$ cat src/rtl/mpsk_modulator_if.sv
// Word-stream handshake into the M-PSK modulator: one DATA_WIDTH word plus its modulation mode.
interface mpsk_modulator_if #(
    parameter int DATA_WIDTH = 12
);
    logic [1:0]            mode;
    logic [DATA_WIDTH-1:0] s_data;
    logic                  s_valid;
    logic                  s_ready;

    modport master (output mode, s_data, s_valid, input s_ready);
    modport slave  (input mode, s_data, s_valid, output s_ready);
endinterface

$ cat src/rtl/mpsk_modulator.sv
// BPSK/QPSK/8PSK Gray-coded modulator: symbols select a phase offset into an external
// registered sine ROM; output is aligned to the ROM delay by a short valid pipeline.
module mpsk_modulator #(
    parameter int SAMPLE_NUMBER = 256,
    parameter int SAMPLE_WIDTH  = 12,
    parameter int DATA_WIDTH    = 12,
    localparam int ADDR_WIDTH   = $clog2(SAMPLE_NUMBER)
) (
    input  logic                    clk,
    input  logic                    arstn,
    input  logic                    en,
    mpsk_modulator_if.slave         s,
    output logic [ADDR_WIDTH-1:0]   sine_addr,
    input  logic [SAMPLE_WIDTH-1:0] sine_in,
    output logic [SAMPLE_WIDTH-1:0] signal_out,
    output logic                    out_valid,
    output logic                    sym_start,
    output logic                    busy
);
    localparam int STAGES = 2;
    localparam int SYM_W  = $clog2(DATA_WIDTH);
    localparam logic [SYM_W-1:0]      LAST_K1  = SYM_W'(DATA_WIDTH - 1);
    localparam logic [SYM_W-1:0]      LAST_K2  = SYM_W'(DATA_WIDTH / 2 - 1);
    localparam logic [SYM_W-1:0]      LAST_K3  = SYM_W'(DATA_WIDTH / 3 - 1);
    localparam logic [ADDR_WIDTH-1:0] LAST_PH  = ADDR_WIDTH'(SAMPLE_NUMBER - 1);

    typedef enum logic {IDLE, RUN} state_t;

    state_t                  state;
    logic [ADDR_WIDTH-1:0]   phase_cnt;
    logic [SYM_W-1:0]        sym_cnt;
    logic [DATA_WIDTH-1:0]   shreg;
    logic [1:0]              k_q;
    logic [SYM_W-1:0]        last_sym;
    logic [ADDR_WIDTH-1:0]   offset;
    logic                    b2, b1, b0;
    logic                    last_sample, word_end, accept;
    logic [STAGES:1]         vld_pipe, sof_pipe;

    function automatic logic [1:0] bits_per_sym(input logic [1:0] m);
        case (m)
            2'd1:    return 2'd2;
            2'd2:    return 2'd3;
            default: return 2'd1;
        endcase
    endfunction

    always_comb begin
        case (k_q)
            2'd2:    last_sym = LAST_K2;
            2'd3:    last_sym = LAST_K3;
            default: last_sym = LAST_K1;
        endcase
    end

    assign b2 = shreg[DATA_WIDTH-1];
    assign b1 = shreg[DATA_WIDTH-2];
    assign b0 = shreg[DATA_WIDTH-3];

    // Gray-decoded symbol index scaled to a fraction of the carrier period.
    always_comb begin
        case (k_q)
            2'd2:    offset = ADDR_WIDTH'({b2, b2 ^ b1}) << (ADDR_WIDTH - 2);
            2'd3:    offset = ADDR_WIDTH'({b2, b2 ^ b1, b2 ^ b1 ^ b0}) << (ADDR_WIDTH - 3);
            default: offset = ADDR_WIDTH'(b2) << (ADDR_WIDTH - 1);
        endcase
    end

    assign busy        = (state == RUN);
    assign sine_addr   = busy ? phase_cnt + offset : '0;
    assign last_sample = (phase_cnt == LAST_PH);
    assign word_end    = busy && last_sample && (sym_cnt == last_sym);
    assign s.s_ready   = arstn && en && ((state == IDLE) || word_end);
    assign accept      = s.s_valid && s.s_ready;

    always_ff @(posedge clk or negedge arstn) begin
        if (!arstn) begin
            state     <= IDLE;
            phase_cnt <= '0;
            sym_cnt   <= '0;
            shreg     <= '0;
            k_q       <= 2'd1;
        end else if (en) begin
            if (accept) begin
                // Also covers the gapless hand-over from the last sample of the previous word.
                state     <= RUN;
                shreg     <= s.s_data;
                k_q       <= bits_per_sym(s.mode);
                phase_cnt <= '0;
                sym_cnt   <= '0;
            end else if (state == RUN) begin
                phase_cnt <= phase_cnt + 1'b1;
                if (last_sample) begin
                    if (word_end) begin
                        state   <= IDLE;
                        shreg   <= '0;
                        sym_cnt <= '0;
                    end else begin
                        shreg   <= shreg << k_q;
                        sym_cnt <= sym_cnt + 1'b1;
                    end
                end
            end
        end
    end

    // Stage 1 runs alongside the ROM register; stage 2 is the output register.
    always_ff @(posedge clk or negedge arstn) begin
        if (!arstn) begin
            vld_pipe   <= '0;
            sof_pipe   <= '0;
            signal_out <= '0;
        end else if (en) begin
            vld_pipe   <= {vld_pipe[STAGES-1:1], busy};
            sof_pipe   <= {sof_pipe[STAGES-1:1], busy && (phase_cnt == '0)};
            signal_out <= vld_pipe[1] ? sine_in : '0;
        end
    end

    assign out_valid = vld_pipe[STAGES];
    assign sym_start = sof_pipe[STAGES];
endmodule

$ cat src/flat_wrapper.sv
// flat-port wrapper written by rule: the top's interface ports become plain ports
module mpsk_modulator_flat 
#(
    parameter int SAMPLE_NUMBER = 256,
    parameter int SAMPLE_WIDTH  = 12,
    parameter int DATA_WIDTH    = 12,
    localparam int ADDR_WIDTH   = $clog2(SAMPLE_NUMBER)
)
  (clk, arstn, en, sine_addr, sine_in, signal_out, out_valid, sym_start, busy, s_mode, s_s_data, s_s_valid, s_s_ready);
  mpsk_modulator_if #(.DATA_WIDTH(DATA_WIDTH)) s_i ();
  input  logic clk;
  input  logic arstn;
  input  logic en;
  output logic [ADDR_WIDTH-1:0] sine_addr;
  input  logic [SAMPLE_WIDTH-1:0] sine_in;
  output logic [SAMPLE_WIDTH-1:0] signal_out;
  output logic out_valid;
  output logic sym_start;
  output logic busy;
  input wire logic [$bits(s_i.mode)-1:0] s_mode;
  input wire logic [$bits(s_i.s_data)-1:0] s_s_data;
  input wire logic [$bits(s_i.s_valid)-1:0] s_s_valid;
  output wire logic [$bits(s_i.s_ready)-1:0] s_s_ready;
  assign s_i.mode = s_mode;
  assign s_i.s_data = s_s_data;
  assign s_i.s_valid = s_s_valid;
  assign s_s_ready = s_i.s_ready;
  mpsk_modulator #(.SAMPLE_NUMBER(SAMPLE_NUMBER), .SAMPLE_WIDTH(SAMPLE_WIDTH), .DATA_WIDTH(DATA_WIDTH)) u_core (.clk(clk), .arstn(arstn), .en(en), .s(s_i), .sine_addr(sine_addr), .sine_in(sine_in), .signal_out(signal_out), .out_valid(out_valid), .sym_start(sym_start), .busy(busy));
endmodule
$ cat config.mk
export PLATFORM = sky130hd
export DESIGN_NAME = mpsk_modulator_flat
export DESIGN_NICKNAME = d
export VERILOG_FILES = /design/src/rtl/mpsk_modulator_if.sv /design/src/rtl/mpsk_modulator.sv /design/src/flat_wrapper.sv
export SDC_FILE = /design/constraint.sdc
export NUM_CORES = 1
export LEC_CHECK = 0
export CORE_ASPECT_RATIO = 0.9
export CORE_MARGIN = 1.5
export CORE_UTILIZATION = 46
export CTS_CLUSTER_SIZE = 8
export DETAILED_ROUTE_END_ITERATION = 8
export PLACE_DENSITY = 0.74
export SYNTH_ARGS = -nofsm -noshare
export SYNTH_HDL_FRONTEND = slang
export SYNTH_SLANG_ARGS = --single-unit
export TNS_END_PERCENT = 20
$ cat constraint.sdc
create_clock -name clk -period 3.1 [get_ports clk]
set_clock_uncertainty 0.2 [all_clocks]
set_input_delay 0.465 -clock clk [delete_from_list [all_inputs] [get_ports clk]]
set_output_delay 0.465 -clock clk [all_outputs]
set_load 0.01 [all_outputs]
==> qor.csv, run 1 <==
metric,value,unit
outcome,finished clean,
Pre-Repair DR Iteration Count,4,
Top delay family on crit path,XOR/XNOR gates,
# port buffers,53,
Post-synth EDFFs,0,
Critical Path Most Common Cell,xnor2_1,
Clock Path Buffers,2,
clk slew on worst S/H paths,0.09,ns
Hold Path Depth,1,
most common cell in the netlist,dfrtp_1,
Final WS setup,0.0874,ns
CTS buffer count,5,
Final Cell Area,3190,um^2
postcts setup bufs,0,
Max Slew Vio Count,0,
register area,1080,um^2
synth unique cells,54,
detailed placement HPWL,4180,um
Synth top area share,42.7,%
Placed Area,3060,um^2
WL/cell,15.8,um
Total GRT Usage,21.5,%
Net Sw Power,0.000458,W
core area,5190,um^2
Antenna diodes,0,
routed vias,2091,
CTS tree,built,
"Max FO, Critical Path",3,
Clk pwr share,25.2,%
P&R area growth vs syn,29.4,%
Max VDD drop,0.000297,V
Worst path slowest cell,dfrtp_1,
Clock Latency Late Sink,0.30,ns
post-route minimum period,3.01,ns
DP Worst Slack,0.0637,ns
Async SR Flop Fraction,100,%
antenna violations before repair,0,
R2R Path Start,u_core.k_q[0]$_DFFE_PN1P_,
clock root cell,clkbuf_8,
Min Hold Slack,0.319,ns
Row Count,25,
die area,5800,um^2
Worst Tran Pin Value,0.430,ns
Synth area leaders,"dfrtp_1, o21ai_0, a221o_1, inv_1, nor2_1",
crit path cell chain,xor2_2 -> xnor2_1 -> nor3_2 -> ha_2 -> inv_2 -> fa_2 -> xnor2_2 -> xnor2_1 -> nor2_1 -> buf_2,
max_cap viols,0,
WL final,5970,um
Net Sw Frac,31.2,%
"Seq/Total Area, Yosys",43.8,%
Fmax,0.332,GHz
crit start category,flip-flop,
Worst Path Required,2.43,ns
Worst Reg2Reg Path Length in Cells,6,
Ys Warns,0,
synthesized instance count,255,
H-Tree Depth,2,
Synth Cell Area,2460,um^2
largest net degree at the start of global routing,37,
Logic pwr share,26.5,%
min-delay src,u_core.sof_pipe[2]$_DFFE_PN0P_,
max incr delay on CP,0.42,ns
worst rel slew slack,70.6,%
nets,347,
dominant synthesized flop cell,dfrtp_1,
gp weighted congestion,0.812,
ANT nets after route,0,
Setup crit start,u_core.shreg[10]$_DFFE_PN0P_,
Post-Syn Area per Cell,9.66,um^2
CP Capture Type,output port,
Power Internal,0.00101,W
RSZ-0062 raised after global routing,true,
Die H,72.4,um
clock sink total,43,
final hold vios,0,
global-route wire length before repair,9680,um
Iter 0 DRT Violations,177,
"Data arrival, critical path",2.35,ns
Via-to-Cell Ratio,5.52,
Initial Util,47.4,%
fillers,477,
grt ovf,0,
sequential power share,48.3,%
Top Ports,54,
synth cell count leaders,"dfrtp_1, inv_1, nor2_1, nand2_1, o21ai_0",
Synth Register Bits,43,
crit path kind,reg2out,
share of layout cells above drive strength 1,13.5,%
LEAKAGE,1.39,nW
vias in the first global route,1988,
Multi-input gate area,1230,um^2
Setup TNS Final,0,ns
final period utilization,97.2,%
Hold Path Class,reg2reg,
# DRC,0,
Yosys top cell by area,dfrtp_1,
CP Buf/Inv Count,2,
Die W,80.1,um
Final setup viols,0,
syn nets,291,
Levels on crit path,10,
Pwr Density,460,nW/um^2
## path summary, 6_finish.rpt
path	endpoint	slack, ns
max	sine_addr[7]	0.09
min	u_core.sof_pipe[2]$_DFFE_PN0P_	0.32
max reg2reg	u_core.k_q[0]$_DFFE_PN1P_	0.68
min reg2reg	u_core.sof_pipe[2]$_DFFE_PN0P_	0.32
max in group asynchronous	u_core.k_q[0]$_DFFE_PN1P_	1.59
min in group asynchronous	u_core.busy$_DFFE_PN0P_	0.36
## sequential cells by signal, indices dropped and copies added (netlist names)
register           flops
u_core.k_q             2
u_core.sof_pipe        2
u_core.vld_pipe        2
u_core.busy            1
u_core.sym_cnt         4
u_core.phase_cnt       8
u_core.shreg          12
u_core.signal_out     12
## cell type report
type / instances / area share, %
Clock buffer: 5 / 2.16
Sequential cell: 43 / 33.8
Tap cell: 67 / 2.63
Clock inverter: 3 / 0.785
Multi-Input combinational cell: 172 / 38.6
Timing Repair Buffer: 64 / 19.0
Inverter: 25 / 2.94
## placed cells by master (no fill, tap or decap), types with 2 or more instances in the layout
cell type        count
mux2_2               5
nor3_1               3
nand2_1             22
and4_1               2
inv_1               23
a2111oi_0            7
clkinv_4             2
nor2_1              23
buf_4               10
dfrtp_1             41
and2_1               6
a221o_1              9
buf_2                2
clkbuf_8             5
and3_1               3
clkdlybuf4s50_1     49
xnor2_1              8
ha_1                 4
o21ai_0             19
a22oi_1              2
a21oi_1              5
a22o_1               2
nand3_1              9
mux2i_1              7
nand4_1              3
## power groups by stage
stage / clock network [W] / registers (W) / logic (W)
finish: 0.000369 / 0.000709 / 0.000388
floorplan: 0 / 0.000705 / 0.000183
CTS: 0.000380 / 0.000708 / 0.000392
detailed placement: 0 / 0.000717 / 0.000390
global placement: 0 / 0.000716 / 0.000383
global route: 0.000407 / 0.000719 / 0.000428
## worst register-to-register path, delay by kind of cell (launching register included)
kind,cells,cell delay (ns)
DFF,1,0.37
AOI/OAI and AO/OA,2,0.66
buffers and inverters,2,0.37
and+or+nand+nor,1,0.42
muxes,1,0.31
## what timing repair did
item                                    in CTS  in global routing
pin swaps                                    1                  2
hold buffers                                 1                  0
endpoints found under the hold margin        7                  0
resized for setup                            2                 12
endpoints found under the setup margin       2                  2
## cells by family (layout without fill, tap and decap cells)
kind of cell | count (synthesis) | count (layout) | share of synthesized area (%)
simple gates | 83 | 83 | 17.1
mux | 12 | 12 | 5.13
xor+xnor | 11 | 11 | 3.91
compound gates | 60 | 60 | 19.3
flops | 43 | 43 | 43.8
fa+ha+maj | 6 | 6 | 3.35
buf+inv | 40 | 97 | 7.42
## per-layer routing
layer / global-route usage [%] / part of all wire [%] / vias to the layer above
met4: 7.85 / 0.92 / 0
met1: 30.1 / 45 / 1003
met2: 33.6 / 48 / 69
met5: 0 / 0 / -
met3: 3.52 / 6.0 / 5
li1: - / - / 1014
## per-stage QoR
stage | instances | utilization [%] | power, W
global route | 379 | 61.4 | 0.00155
global placement | 370 | 58.9 | 0.00110
detailed placement | 370 | 58.9 | 0.00111
floorplan | 255 | - | 0.000888
CTS | 379 | 60.8 | 0.00148
finish | 379 | 61.4 | 0.00147
Power figures use the tool's default switching activity.
==> run 2: changes to the inputs <==
CORE_MARGIN = 2   (was 1.5)
==> run 2 against run 1 <==
  * Flip-flop and latch count unchanged
  * Critical endpoint unchanged
  * Global-route usage down 0.29 points
  * Setup slack better by 0.044 ns
  * Power up 6.4%
  * Largest power group unchanged
  * Cell count unchanged
  * First-iteration DRC count down 2.3%
  * Fmax up 1.5%
  * Clock power up 24%
  * Core utilization about the same
  * Via count down 0.43%
  * Combinational power up 1%
  * Critical path depth unchanged
==> qor.csv, run 2 (synthesis gave the netlist of run 1 again) <==
metric,value,unit,change
outcome,finished clean,,unchanged
WL/cell,15.2,um,was 15.8 um
H-Tree Depth,2,,unchanged
Clock Path Buffers,2,,unchanged
Total Power,0.00156,W,was 0.00147 W
final period utilization,95.8,%,was 97.2%
Clock Latency Late Sink,0.30,ns,about the same
Worst Tran Pin Value,0.546,ns,was 0.430 ns
LEAKAGE,1.41,nW,was 1.39 nW
Total GRT Usage,21.2,%,was 21.5%
worst rel slew slack,63.4,%,was 70.6%
Final WS setup,0.132,ns,was 0.0874 ns
postcts setup bufs,0,,unchanged
Placed Instances,370,,unchanged
Max VDD drop,0.000274,V,was 0.000297 V
post-route minimum period,2.97,ns,was 3.01 ns
clock sink total,43,,unchanged
"commonest non-fill, non-tap cell in the layout",clkdlybuf4s50_1,,unchanged
Fmax,0.337,GHz,was 0.332 GHz
Die W,81.1,um,was 80.1 um
P&R area growth vs syn,30.1,%,was 29.4%
clk slew on worst S/H paths,0.08,ns,was 0.09 ns
crit path kind,reg2out,,unchanged
ANT nets after route,0,,unchanged
most frequent cells in the layout,"clkdlybuf4s50_1, dfrtp_1, inv_1, nor2_1, nand2_1",,unchanged
Hold Path Class,reg2reg,,unchanged
Worst Path Required,2.43,ns,about the same
Iter 0 DRT Violations,173,,was 177
Antenna diodes,0,,unchanged
# port buffers,53,,unchanged
share of layout cells above drive strength 1,12.2,%,was 13.5%
# DRC,0,,unchanged
Via-to-Cell Ratio,5.49,,was 5.52
CTS tree,built,,unchanged
detailed placement HPWL,4080,um,was 4180 um
Final setup viols,0,,unchanged
Row Count,25,,unchanged
vias in the first global route,2036,,was 1988
"Data arrival, critical path",2.30,ns,was 2.35 ns
Non-Filler Instances,379,,unchanged
Regs by FF count,"u_core.shreg: 12 flops, u_core.signal_out: 12 flops, u_core.phase_cnt: 8 flops",,unchanged
final hold vios,0,,unchanged
Die H,73.4,um,was 72.4 um
RSZ-0062 raised after global routing,false,,was true
"Max FO, Critical Path",3,,unchanged
crit start category,flip-flop,,unchanged
routed vias,2082,,was 2091
CP Capture Type,output port,,unchanged
grt ovf,0,,unchanged
Pre-Repair DR Iteration Count,4,,unchanged
largest net degree at the start of global routing,33,,was 37
antenna violations before repair,0,,unchanged
Pwr Density,487,nW/um^2,was 460 nW/um^2
WL final,5770,um,was 5970 um
DP Worst Slack,0.0896,ns,was 0.0637 ns
clock root cell,clkbuf_8,,unchanged
global-route wire length before repair,9730,um,was 9680 um
nets,347,,unchanged
Initial Util,47.1,%,was 47.4%
Setup TNS Final,0,ns,unchanged
max_cap viols,0,,unchanged
Top Ports,54,,unchanged
core area,5220,um^2,was 5190 um^2
Min Hold Slack,0.322,ns,was 0.319 ns
die area,5960,um^2,was 5800 um^2
Max Slew Vio Count,0,,unchanged
gp weighted congestion,0.848,,was 0.812
CTS buffer count,5,,unchanged
run 2: final cells by class:
type	count	area (um^2)
Multi-Input combinational cell	172	1220
Clock buffer	6	82.6
Tap cell	67	83.8
Fill cell	447	2020
Timing Repair Buffer	64	607
Clock inverter	2	38.8
Inverter	25	93.8
Sequential cell	43	1080
run 2: report_power, final:
group / internal, W / switching (W)
Combinational: 0.000223 / 0.000169
Sequential: 0.000626 / 0.0000827
Clock: 0.000265 / 0.000194
run 2: path summary, 6_finish.rpt:
path	startpoint	depth (start not counted)	end	slack (ns)
setup / recovery	u_core.shreg[11]$_DFFE_PN0P_	10	sine_addr[7]	0.13
hold / removal	u_core.vld_pipe[2]$_DFFE_PN0P_	1	u_core.vld_pipe[2]$_DFFE_PN0P_	0.32
setup reg to reg	u_core.k_q[0]$_DFFE_PN1P_	6	u_core.k_q[0]$_DFFE_PN1P_	0.73
hold reg to reg	u_core.vld_pipe[2]$_DFFE_PN0P_	1	u_core.vld_pipe[2]$_DFFE_PN0P_	0.32
max in group asynchronous	arstn	3	u_core.k_q[0]$_DFFE_PN1P_	1.56
min in group asynchronous	arstn	2	u_core.busy$_DFFE_PN0P_	0.39
run 2: routing by layer:
| layer | GRT usage [%] | wire length, um | vias to the layer above | share of wire (%) |
|---|---|---|---|---|
| li1 | - | - | 1017 | - |
| met1 | 30.6 | 2820 | 1011 | 49 |
| met2 | 33.0 | 2720 | 47 | 47 |
| met3 | 3.44 | 157 | 7 | 2.7 |
| met4 | 6.40 | 74 | 0 | 1.3 |
| met5 | 0 | 0 | - | 0 |
run 2: repair_timing:
item / CTS / global route
endpoints found under the hold margin: 11 / 0
hold buffers: 1 / 0
resized for setup: 2 / 7
setup endpoints to repair: 2 / 2
run 2: critical path, stage by stage (launching register included):
cell and delay, ns:
dfrtp_2 0.45, xor2_2 0.20, xnor2_1 0.13, nor3_1 0.14, ha_1 0.17, inv_1 0.05, fa_2 0.35, xnor2_2 0.15
xnor2_1 0.13, nor2_1 0.10, clkbuf_2 0.15
run 2: through the flow:
stage / area, um^2 / util [%]
6_report: 3200 / 61.3
4_1_cts: 3190 / 61.0
2_1_floorplan: 2460 / -
3_5_place_dp: 3060 / 58.5
5_1_grt: 3200 / 61.3
3_3_place_gp: 3060 / 58.5
==> run 3: changes to the inputs <==
CTS_BUF_LIST = sky130_fd_sc_hd__clkbuf_8   (was unset)
MAX_ROUTING_LAYER = met4   (was unset)
==> run 3 against run 2 <==
  * Register-to-register slack gained 0.02 ns
  * Setup slack got worse by 0.0093 ns
  * Non-clock buffer count did not move
  * Global-route usage increased by 0.60 points
  * Die area unchanged
  * Core utilization unchanged
  * Flip-flop and latch count unchanged
  * Clock power barely moved
  * Cell count stayed put
  * Sequential share of layout area unchanged
  * Power hardly changed
  * Routed wire length increased by 0.16%
  * Critical path type unchanged
  * Critical endpoint unchanged
  * Largest cell class unchanged
  * Largest power group unchanged
==> qor.csv, run 3 (synthesis gave the netlist of run 1 again) <==
metric,value,unit,change
Pre-Repair DR Iteration Count,4,,unchanged
Levels on crit path,10,,unchanged
Placed Instances,370,,unchanged
nets,347,,unchanged
# DRC,0,,unchanged
Max Slew Vio Count,0,,unchanged
Hold Path Depth,1,,unchanged
Max VDD drop,0.000274,V,about the same
Worst Tran Pin Value,0.548,ns,was 0.546 ns
Final setup viols,0,,unchanged
ANT nets after route,0,,unchanged
Die W,81.1,um,unchanged
die area,5960,um^2,unchanged
DP Worst Slack,0.0896,ns,unchanged
# port buffers,53,,unchanged
WL final,5780,um,was 5770 um
"Max FO, Critical Path",3,,unchanged
"Data arrival, critical path",2.31,ns,was 2.30 ns
vias in the first global route,2043,,was 2036
Hold Path Class,reg2reg,,unchanged
Via-to-Cell Ratio,5.54,,was 5.49
max_cap viols,0,,unchanged
LEAKAGE,1.41,nW,unchanged
H-Tree Depth,2,,unchanged
Total GRT Usage,21.8,%,was 21.2%
crit path cell chain,xor2_2 -> xnor2_1 -> nor3_1 -> ha_1 -> inv_1 -> fa_2 -> xnor2_2 -> xnor2_1 -> nor2_1 -> clkbuf_2,,unchanged
Pwr Density,487,nW/um^2,about the same
crit start category,flip-flop,,unchanged
Critical Path Most Common Cell,xnor2_1,,unchanged
antenna violations before repair,0,,unchanged
Final WS setup,0.122,ns,was 0.132 ns
CP Buf/Inv Count,2,,unchanged
Row Count,25,,unchanged
Clock Path Buffers,2,,unchanged
Non-Filler Instances,379,,unchanged
Top Ports,54,,unchanged
core area,5220,um^2,unchanged
routed vias,2099,,was 2082
Regs by FF count,"u_core.shreg: 12 flops, u_core.signal_out: 12 flops, u_core.phase_cnt: 8 flops",,unchanged
Clock Latency Late Sink,0.30,ns,about the same
crit path kind,reg2out,,unchanged
CTS tree,built,,unchanged
final hold vios,0,,unchanged
Antenna diodes,0,,unchanged
Setup TNS Final,0,ns,unchanged
Initial Util,47.1,%,unchanged
final period utilization,96.1,%,was 95.8%
global-route wire length before repair,9720,um,was 9730 um
RSZ-0062 raised after global routing,false,,unchanged
grt ovf,0,,unchanged
post-route minimum period,2.98,ns,was 2.97 ns
CTS buffer count,5,,unchanged
clock root cell,clkbuf_8,,unchanged
Top delay family on crit path,XOR/XNOR gates,,unchanged
"commonest non-fill, non-tap cell in the layout",clkdlybuf4s50_1,,unchanged
Die H,73.4,um,unchanged
Min Hold Slack,0.321,ns,was 0.322 ns
largest net degree at the start of global routing,33,,unchanged
postcts setup bufs,0,,unchanged
Fmax,0.336,GHz,was 0.337 GHz
WL/cell,15.2,um,about the same
CP Capture Type,output port,,unchanged
Iter 0 DRT Violations,159,,was 173
Worst Reg2Reg Path Length in Cells,6,,unchanged
outcome,finished clean,,unchanged
Worst Path Required,2.43,ns,about the same
P&R area growth vs syn,30.1,%,unchanged
gp weighted congestion,0.862,,was 0.848
clk slew on worst S/H paths,0.08,ns,about the same
detailed placement HPWL,4080,um,unchanged
worst rel slew slack,63.2,%,was 63.4%
clock sink total,43,,unchanged
share of layout cells above drive strength 1,12.2,%,unchanged
Worst path slowest cell,dfrtp_2,,unchanged
max incr delay on CP,0.45,ns,about the same
most frequent cells in the layout,"clkdlybuf4s50_1, dfrtp_1, inv_1, nor2_1, nand2_1",,unchanged
## run 3: cell counts in the layout (fill, tap and decap cells not counted)
No cell type changed its count.
## run 3: layout make-up
cell class | count | area (um^2)
clock inverters | 2 | 38.8
fillers | 447 | 2020
inverters | 25 | 93.8
repair buffers | 64 | 607
clock buffers | 6 | 82.6
well taps | 67 | 83.8
flip-flops and latches | 43 | 1080
multi-input cells | 172 | 1220
## run 3: timing repair
action                                 CTS  global route
endpoints found under the hold margin   11             0
pin swaps                                0             0
setup endpoints to repair                2             2
resized for setup                        2             7
hold buffers                             1             0
gates cloned                             0             0
## run 3: report_power, final
group | switching [W] | internal (W)
combinational | 0.000168 | 0.000223
clock | 0.000195 | 0.000265
sequential | 0.0000832 | 0.000626
total | 0.000446 | 0.00111
## run 3: path summary, 6_finish.rpt
check	startpoint	end	slack [ns]
max	u_core.shreg[11]$_DFFE_PN0P_	sine_addr[7]	0.12
min	u_core.vld_pipe[2]$_DFFE_PN0P_	u_core.vld_pipe[2]$_DFFE_PN0P_	0.32
max reg2reg	u_core.k_q[0]$_DFFE_PN1P_	u_core.k_q[0]$_DFFE_PN1P_	0.75
min reg2reg	u_core.vld_pipe[2]$_DFFE_PN0P_	u_core.vld_pipe[2]$_DFFE_PN0P_	0.32
max in group asynchronous	arstn	u_core.k_q[0]$_DFFE_PN1P_	1.56
min in group asynchronous	arstn	u_core.busy$_DFFE_PN0P_	0.39
## run 3: worst register-to-register path: stages (launching register included)
cell	delay, ns
dfstp_2	0.37
buf_4	0.18
or3b_4	0.42
a211oi_4	0.25
buf_4	0.18
o311a_4	0.37
mux2i_1	0.30
## run 3: metal layers
metal | up-vias | track usage (%) | part of all wire, %
met2 | 49 | 33.1 | 48
met1 | 1027 | 30.5 | 48
met3 | 7 | 3.32 | 3.0
li1 | 1016 | - | -
met5 | - | - | 0
met4 | 0 | 6.40 | 1.3
## run 3: stage by stage
| step | power [W] | cell area [um^2] | utilization [%] |
|---|---|---|---|
| 2_1_floorplan | 0.000888 | 2460 | - |
| 3_3_place_gp | 0.00110 | 3060 | 58.5 |
| 3_5_place_dp | 0.00111 | 3060 | 58.5 |
| 4_1_cts | 0.00158 | 3190 | 61.0 |
| 5_1_grt | 0.00165 | 3200 | 61.3 |
| 6_report | 0.00156 | 3200 | 61.3 |
